File: config.mk
export PLATFORM = sky130hd
export DESIGN_NAME = lfsr_rand_arbiter_flat
export DESIGN_NICKNAME = d
export VERILOG_FILES = /design/src/rtl/lfsr_rand_arbiter_if.sv /design/src/rtl/lfsr_rand_arbiter.sv /design/src/flat_wrapper.sv
export SDC_FILE = /design/constraint.sdc
export NUM_CORES = 1
export LEC_CHECK = 0
export BUFFER_PORTS_ARGS = -buffer_cell sky130_fd_sc_hd__buf_4
export CORE_MARGIN = 2
export CORE_UTILIZATION = 30
export DETAILED_ROUTE_END_ITERATION = 10
export PLACE_DENSITY = 0.51
export SLEW_MARGIN = 20
export SYNTH_ARGS = -nofsm -noshare
export SYNTH_HDL_FRONTEND = slang
export SYNTH_SLANG_ARGS = --single-unit
export TNS_END_PERCENT = 20
File: constraint.sdc
create_clock -name clk -period 1.9 [get_ports clk]
set_input_delay 0.19 -clock clk [delete_from_list [all_inputs] [get_ports clk]]
set_output_delay 0.19 -clock clk [all_outputs]
set_load 0.05 [all_outputs]
File: src/rtl/lfsr_rand_arbiter_if.sv
// Request/grant/data bundle between random-word consumers and the shared LFSR arbiter.
// Consumers drive the master side; the arbiter drives the slave side.
interface lfsr_rand_arbiter_if #(
   parameter int N_REQ = 4,
   parameter int WIDTH = 16
);
   logic             seed_load;
   logic [WIDTH-1:0] seed_data;
   logic [N_REQ-1:0] req;
   logic [N_REQ-1:0] gnt;
   logic             rvalid;
   logic [WIDTH-1:0] rdata;
   logic             busy;

   modport master (
      output seed_load, seed_data, req,
      input  gnt, rvalid, rdata, busy
   );

   modport slave (
      input  seed_load, seed_data, req,
      output gnt, rvalid, rdata, busy
   );
endinterface

File: src/rtl/lfsr_rand_arbiter.sv
// Round-robin arbiter that hands out words from one shared Fibonacci LFSR, stirring
// the register STEPS times after each draw so consecutive winners never see adjacent states.
module lfsr_rand_arbiter #(
   parameter int               N_REQ = 4,
   parameter int               WIDTH = 16,
   parameter logic [WIDTH-1:0] TAPS  = 16'hB400,
   parameter logic [WIDTH-1:0] SEED  = 16'hACE1,
   parameter int               STEPS = 4
) (
   input  logic              clk,
   input  logic              reset_n,
   lfsr_rand_arbiter_if.slave bus
);

   localparam int PTR_W = (N_REQ > 1) ? $clog2(N_REQ) : 1;

   typedef enum logic [0:0] {
      ST_IDLE = 1'b0,
      ST_STIR = 1'b1
   } state_t;

   // Feedback bit is the parity of the tapped positions.
   function automatic logic fb_parity(input logic [WIDTH-1:0] v);
      return ^(v & TAPS);
   endfunction

   function automatic logic [WIDTH-1:0] lfsr_step(input logic [WIDTH-1:0] v);
      return {v[WIDTH-2:0], fb_parity(v)};
   endfunction

   state_t           state_q, state_d;
   logic [WIDTH-1:0] lfsr_q, lfsr_d;
   logic [3:0]       cnt_q, cnt_d;
   logic [PTR_W-1:0] rr_ptr_q, rr_ptr_d;
   logic [N_REQ-1:0] gnt_q, gnt_d;
   logic             rvalid_q, rvalid_d;
   logic [WIDTH-1:0] rdata_q, rdata_d;
   logic             busy_q, busy_d;

   logic             found_s;
   logic [PTR_W-1:0] winner_s;
   logic [PTR_W-1:0] cand_s;
   logic             hit_s;

   // Round-robin scan starting just after the last winner; the first hit wins.
   always_comb begin
      found_s  = 1'b0;
      winner_s = rr_ptr_q;
      cand_s   = rr_ptr_q;
      hit_s    = 1'b0;
      for (int i = 1; i <= N_REQ; i++) begin
         cand_s   = PTR_W'((int'(rr_ptr_q) + i) % N_REQ);
         hit_s    = !found_s && bus.req[cand_s];
         winner_s = hit_s ? cand_s : winner_s;
         found_s  = found_s | hit_s;
      end
   end

   // Next-state, LFSR, pointer and output strobe computation.
   always_comb begin
      state_d  = state_q;
      lfsr_d   = lfsr_q;
      cnt_d    = cnt_q;
      rr_ptr_d = rr_ptr_q;
      gnt_d    = {N_REQ{1'b0}};
      rvalid_d = 1'b0;
      rdata_d  = rdata_q;
      busy_d   = 1'b0;

      if (bus.seed_load) begin
         // A zero seed would lock the LFSR, so it is swapped for the default.
         lfsr_d  = (bus.seed_data == {WIDTH{1'b0}}) ? SEED : bus.seed_data;
         state_d = ST_IDLE;
         cnt_d   = 4'd0;
      end else begin
         case (state_q)
            ST_IDLE: begin
               if (found_s) begin
                  gnt_d    = {{(N_REQ-1){1'b0}}, 1'b1} << winner_s;
                  rvalid_d = 1'b1;
                  rdata_d  = lfsr_q;
                  rr_ptr_d = winner_s;
                  cnt_d    = 4'(STEPS);
                  state_d  = ST_STIR;
               end else begin
                  state_d = ST_IDLE;
               end
            end
            ST_STIR: begin
               lfsr_d = lfsr_step(lfsr_q);
               if (cnt_q <= 4'd1) begin
                  cnt_d   = 4'd0;
                  state_d = ST_IDLE;
               end else begin
                  cnt_d = cnt_q - 4'd1;
               end
            end
            default: begin
               state_d = ST_IDLE;
               cnt_d   = 4'd0;
            end
         endcase
      end

      busy_d = (state_d == ST_STIR);
   end

   // State, LFSR and registered outputs.
   always_ff @(posedge clk or negedge reset_n) begin
      if (!reset_n) begin
         state_q  <= ST_IDLE;
         lfsr_q   <= SEED;
         cnt_q    <= 4'd0;
         rr_ptr_q <= PTR_W'(N_REQ - 1);
         gnt_q    <= {N_REQ{1'b0}};
         rvalid_q <= 1'b0;
         rdata_q  <= {WIDTH{1'b0}};
         busy_q   <= 1'b0;
      end else begin
         state_q  <= state_d;
         lfsr_q   <= lfsr_d;
         cnt_q    <= cnt_d;
         rr_ptr_q <= rr_ptr_d;
         gnt_q    <= gnt_d;
         rvalid_q <= rvalid_d;
         rdata_q  <= rdata_d;
         busy_q   <= busy_d;
      end
   end

   assign bus.gnt    = gnt_q;
   assign bus.rvalid = rvalid_q;
   assign bus.rdata  = rdata_q;
   assign bus.busy   = busy_q;

endmodule

File: src/flat_wrapper.sv
// flat-port wrapper written by rule: the top's interface ports become plain ports
module lfsr_rand_arbiter_flat 
#(
   parameter int               N_REQ = 4,
   parameter int               WIDTH = 16,
   parameter logic [WIDTH-1:0] TAPS  = 16'hB400,
   parameter logic [WIDTH-1:0] SEED  = 16'hACE1,
   parameter int               STEPS = 4
)
  (clk, reset_n, bus_seed_load, bus_seed_data, bus_req, bus_gnt, bus_rvalid, bus_rdata, bus_busy);
  lfsr_rand_arbiter_if #(.N_REQ(N_REQ), .WIDTH(WIDTH)) bus_i ();
  input  logic clk;
  input  logic reset_n;
  input wire logic [$bits(bus_i.seed_load)-1:0] bus_seed_load;
  input wire logic [$bits(bus_i.seed_data)-1:0] bus_seed_data;
  input wire logic [$bits(bus_i.req)-1:0] bus_req;
  output wire logic [$bits(bus_i.gnt)-1:0] bus_gnt;
  output wire logic [$bits(bus_i.rvalid)-1:0] bus_rvalid;
  output wire logic [$bits(bus_i.rdata)-1:0] bus_rdata;
  output wire logic [$bits(bus_i.busy)-1:0] bus_busy;
  assign bus_i.seed_load = bus_seed_load;
  assign bus_i.seed_data = bus_seed_data;
  assign bus_i.req = bus_req;
  assign bus_gnt = bus_i.gnt;
  assign bus_rvalid = bus_i.rvalid;
  assign bus_rdata = bus_i.rdata;
  assign bus_busy = bus_i.busy;
  lfsr_rand_arbiter #(.N_REQ(N_REQ), .WIDTH(WIDTH), .TAPS(TAPS), .SEED(SEED), .STEPS(STEPS)) u_core (.clk(clk), .reset_n(reset_n), .bus(bus_i));
endmodule
==> reports/results.tsv <==
stage	metric	value	unit
status	status	finished clean	
die	coreArea	0.00679	mm2
critical_path	slowest_delay	630	ps
die	io_pins	45	
pwr	powerDensity	1220	mW/mm2
placed_design	portBuffers	44	
timing	tightest_slew	619	ps
critical_path	path_cells	mux2i_1, a221oi_1, inv_1, nor2_1	
critical_path	crit_buf_inv	1	
hold_path	hp-start	bus_seed_data[9]	
timing	fin_crit	1630	ps
drt	vias	1576	
global_route	track_usage	12.8	%
synthesis	synth_edf_count	0	
timing	fmax	0.615	GHz
global_route	antenna_found_initial	0	
critical_path	cp_top_family	flip-flops	
critical_path	startpoint_type	flop	
drt	viasPerCell	4.50	
timing	setup_tns	0	ps
placed_design	place_area	0.00249	mm2
cells_and_area	area_growth	24.0	%
die	initial_core_util	31.0	%
synthesis	ys_async_sr_fraction	100	%
cells_and_area	fin_area	0.00261	mm2
pwr	ir_drop	0.480	mV
pwr	p_sw_share	38.3	%
pwr	p_int	1960	uW
synthesis	synthFlopType	dfrtp_1	
critical_path	slowest_stage	dfstp_2	
hold_path	hold_depth	3	
clock_network	cts_buffer_depth	2	
timing	drv_slew	0	
die	die_w	87.7	um
critical_path	cp.required	2120	ps
clock_network	clk_latency	290	ps
timing	fin_skew	6.93	ps
hold_path	min_to	u_core.lfsr_q[9]	
pwr	power.share.combinational	36.1	%
pwr	p_seq_share	41.8	%
hold_path	min_path_type	input port to flop	
synthesis	syn_area	0.00210	mm2
drt	routed_wl	4.53	mm
critical_path	cp-end-kind	flop	
clock_network	cts_tree	yes	
pwr	switchingPower	1220	uW
clock_network	post-cts-setup-buffer-count	0	
synthesis	yosysWarnings	0	
drt	wl_per_cell	12.9	um
die	dieArea	0.00770	mm2
clock_network	root_buffer	clkbuf_8	
critical_path	r2r_setup_slack	270	ps
pwr	power.share.clock	22.1	%
synthesis	yosysSeqAreaShare	52.9	%
placed_design	finalWeightedCongestion	0.714	
clock_network	cts-buffers-inserted	5	
die	num_rows	30	
clock_network	clkTransAtPathRegs	80	ps
critical_path	worstReg2RegStart	u_core.rr_ptr_q[1]	
critical_path	r2r_cells	4	
cells_and_area	nets	278	
timing	final_hold_viol_count	0	
synthesis	syn_avg_cell_area	10.1	um2
pwr	leakagePower	0.00125	uW
critical_path	worstSetupPathType	flop to flop	
critical_path	rr_endpoint	u_core.bus.gnt[0]	
placed_design	place_hpwl	3.23	mm
synthesis	synthCells	209	
clock_network	clock_sinks	44	
drt	drt_iter0_drc	71	
drt	firstDrtPassIters	4	
global_route	grt_max_degree	45	
die	die_height	87.7	um
synthesis	ys_ff_latch	44	
cells_and_area	diodes	0	
synthesis	syn_nets	234	
drt	drc	0	
timing	rsz0062_at_grt	no	
critical_path	crit_fanout	9	
flow_run	maxCapViolCount	0	
synthesis	yosys.cell_types.count	40	
cells_and_area	drive_gt1_share	26.8	%
clock_network	h-tree-depth	2	
timing	setup_viol	0	
timing	relSlewSlack	58.7	%
drt	postRouteAntennaNets	0	
global_route	first_global_vias	1529	
critical_path	arrival	1850	ps
global_route	grt_pass1_wl	7.68	mm
global_route	grt_overflow	0	
timing	fin_crit_sh	85.6	%
## per-layer routing
metal	vias up	part of all wire, %	GRT usage, %
met5	-	0	0
met1	721	51	18.6
met2	37	44	18.5
met4	0	2.5	5.31
li1	807	-	-
met3	11	3.3	2.64
## final cells by class
type                    count  area [um2]
clock buffers               6        72.6
clock inverters             2        35.0
fillers                   699        4190
inverters                   6        22.5
multi-input cells         149         890
flip-flops and latches     44        1110
well taps                  96         120
repair buffers             47         355
## registers in the layout, summed over array words and instances (netlist names)
register / flops
u_core.bus.gnt: 4
u_core.bus.rdata: 16
u_core.bus.rvalid: 1
u_core.cnt_q: 4
u_core.lfsr_q: 16
u_core.rr_ptr_q: 2
u_core.state_q: 1
## cells by family (layout without fill, tap and decap cells)
| kind of cell | Yosys count | in the layout | synth area share, % |
|---|---|---|---|
| simple gates | 90 | 90 | 19.5 |
| flops | 44 | 44 | 52.9 |
| compound gates | 35 | 35 | 11.4 |
| mux | 19 | 19 | 9.04 |
| buf+inv | 16 | 61 | 4.76 |
| xor+xnor | 3 | 3 | 1.25 |
| fa+ha+maj | 2 | 2 | 1.19 |
## cell usage after synthesis (all sizes together) (3+ instances only)
cell,n,area share [%]
nand2b,5,1.5
dfrtp,34,40
nor4,5,1.5
a2bb2oi,7,2.9
dfstp,10,12
mux2i,19,9.0
clkbuf,3,0.54
inv,6,1.1
nor2,8,1.4
buf,7,3.2
o21ai,16,3.8
nand2,62,11
## worst max path at each step
stage / depth (start not counted) / slack [ps] / endpoint / startpoint
floorplan: 4 / 270 / u_core.lfsr_q[4] / u_core.state_q
global placement: 5 / 230 / u_core.cnt_q[3] / u_core.cnt_q[0]
detailed placement: 5 / 230 / u_core.cnt_q[3] / u_core.cnt_q[0]
CTS: 4 / 230 / u_core.bus.gnt[0] / u_core.rr_ptr_q[1]
global route: 4 / 100 / u_core.bus.gnt[0] / u_core.rr_ptr_q[0]
finish: 4 / 270 / u_core.bus.gnt[0] / u_core.rr_ptr_q[1]
## power by group through the flow
stage / combinational (uW) / clock, uW / sequential, uW
after floorplan: 487 / 0 / 1680
after global placement: 1160 / 0 / 1350
after detailed placement: 1160 / 0 / 1350
after CTS: 1160 / 731 / 1330
after global routing: 1250 / 761 / 1370
final: 1150 / 703 / 1330
## timing repair
action | in CTS | in global routing
hold endpoints to repair | 34 | 0
setup endpoints to repair | 0 | 3
gates resized for setup | 0 | 1
hold buffers | 1 | 0
## cells in the final DEF (no fill, tap or decap), drive strengths merged, types with 6 or more instances in the layout
cell type	n
a2bb2oi	7
buf	46
clkbuf	6
dfrtp	34
dfstp	10
inv	6
mux2i	19
nand2	62
nor2	8
o21ai	16
## tightest hold or removal path, stage by stage
cell	delay (ps)
buf_4	80
nand2_1	40
o21ai_0	50
## through the flow
step | setup WS (ps) | util [%] | hold WS, ps | instances | total power (uW)
5_1_grt | 99.2 | 38.4 | 109 | 350 | 3380
3_3_place_gp | 232 | 36.7 | 224 | 341 | 2500
6_report | 273 | 38.4 | 104 | 350 | 3180
4_1_cts | 229 | 38.4 | 97.3 | 350 | 3230
3_5_place_dp | 228 | 36.7 | 225 | 341 | 2510
2_1_floorplan | 272 | - | -106 | 209 | 2170
(Power assumes the default switching activity.)
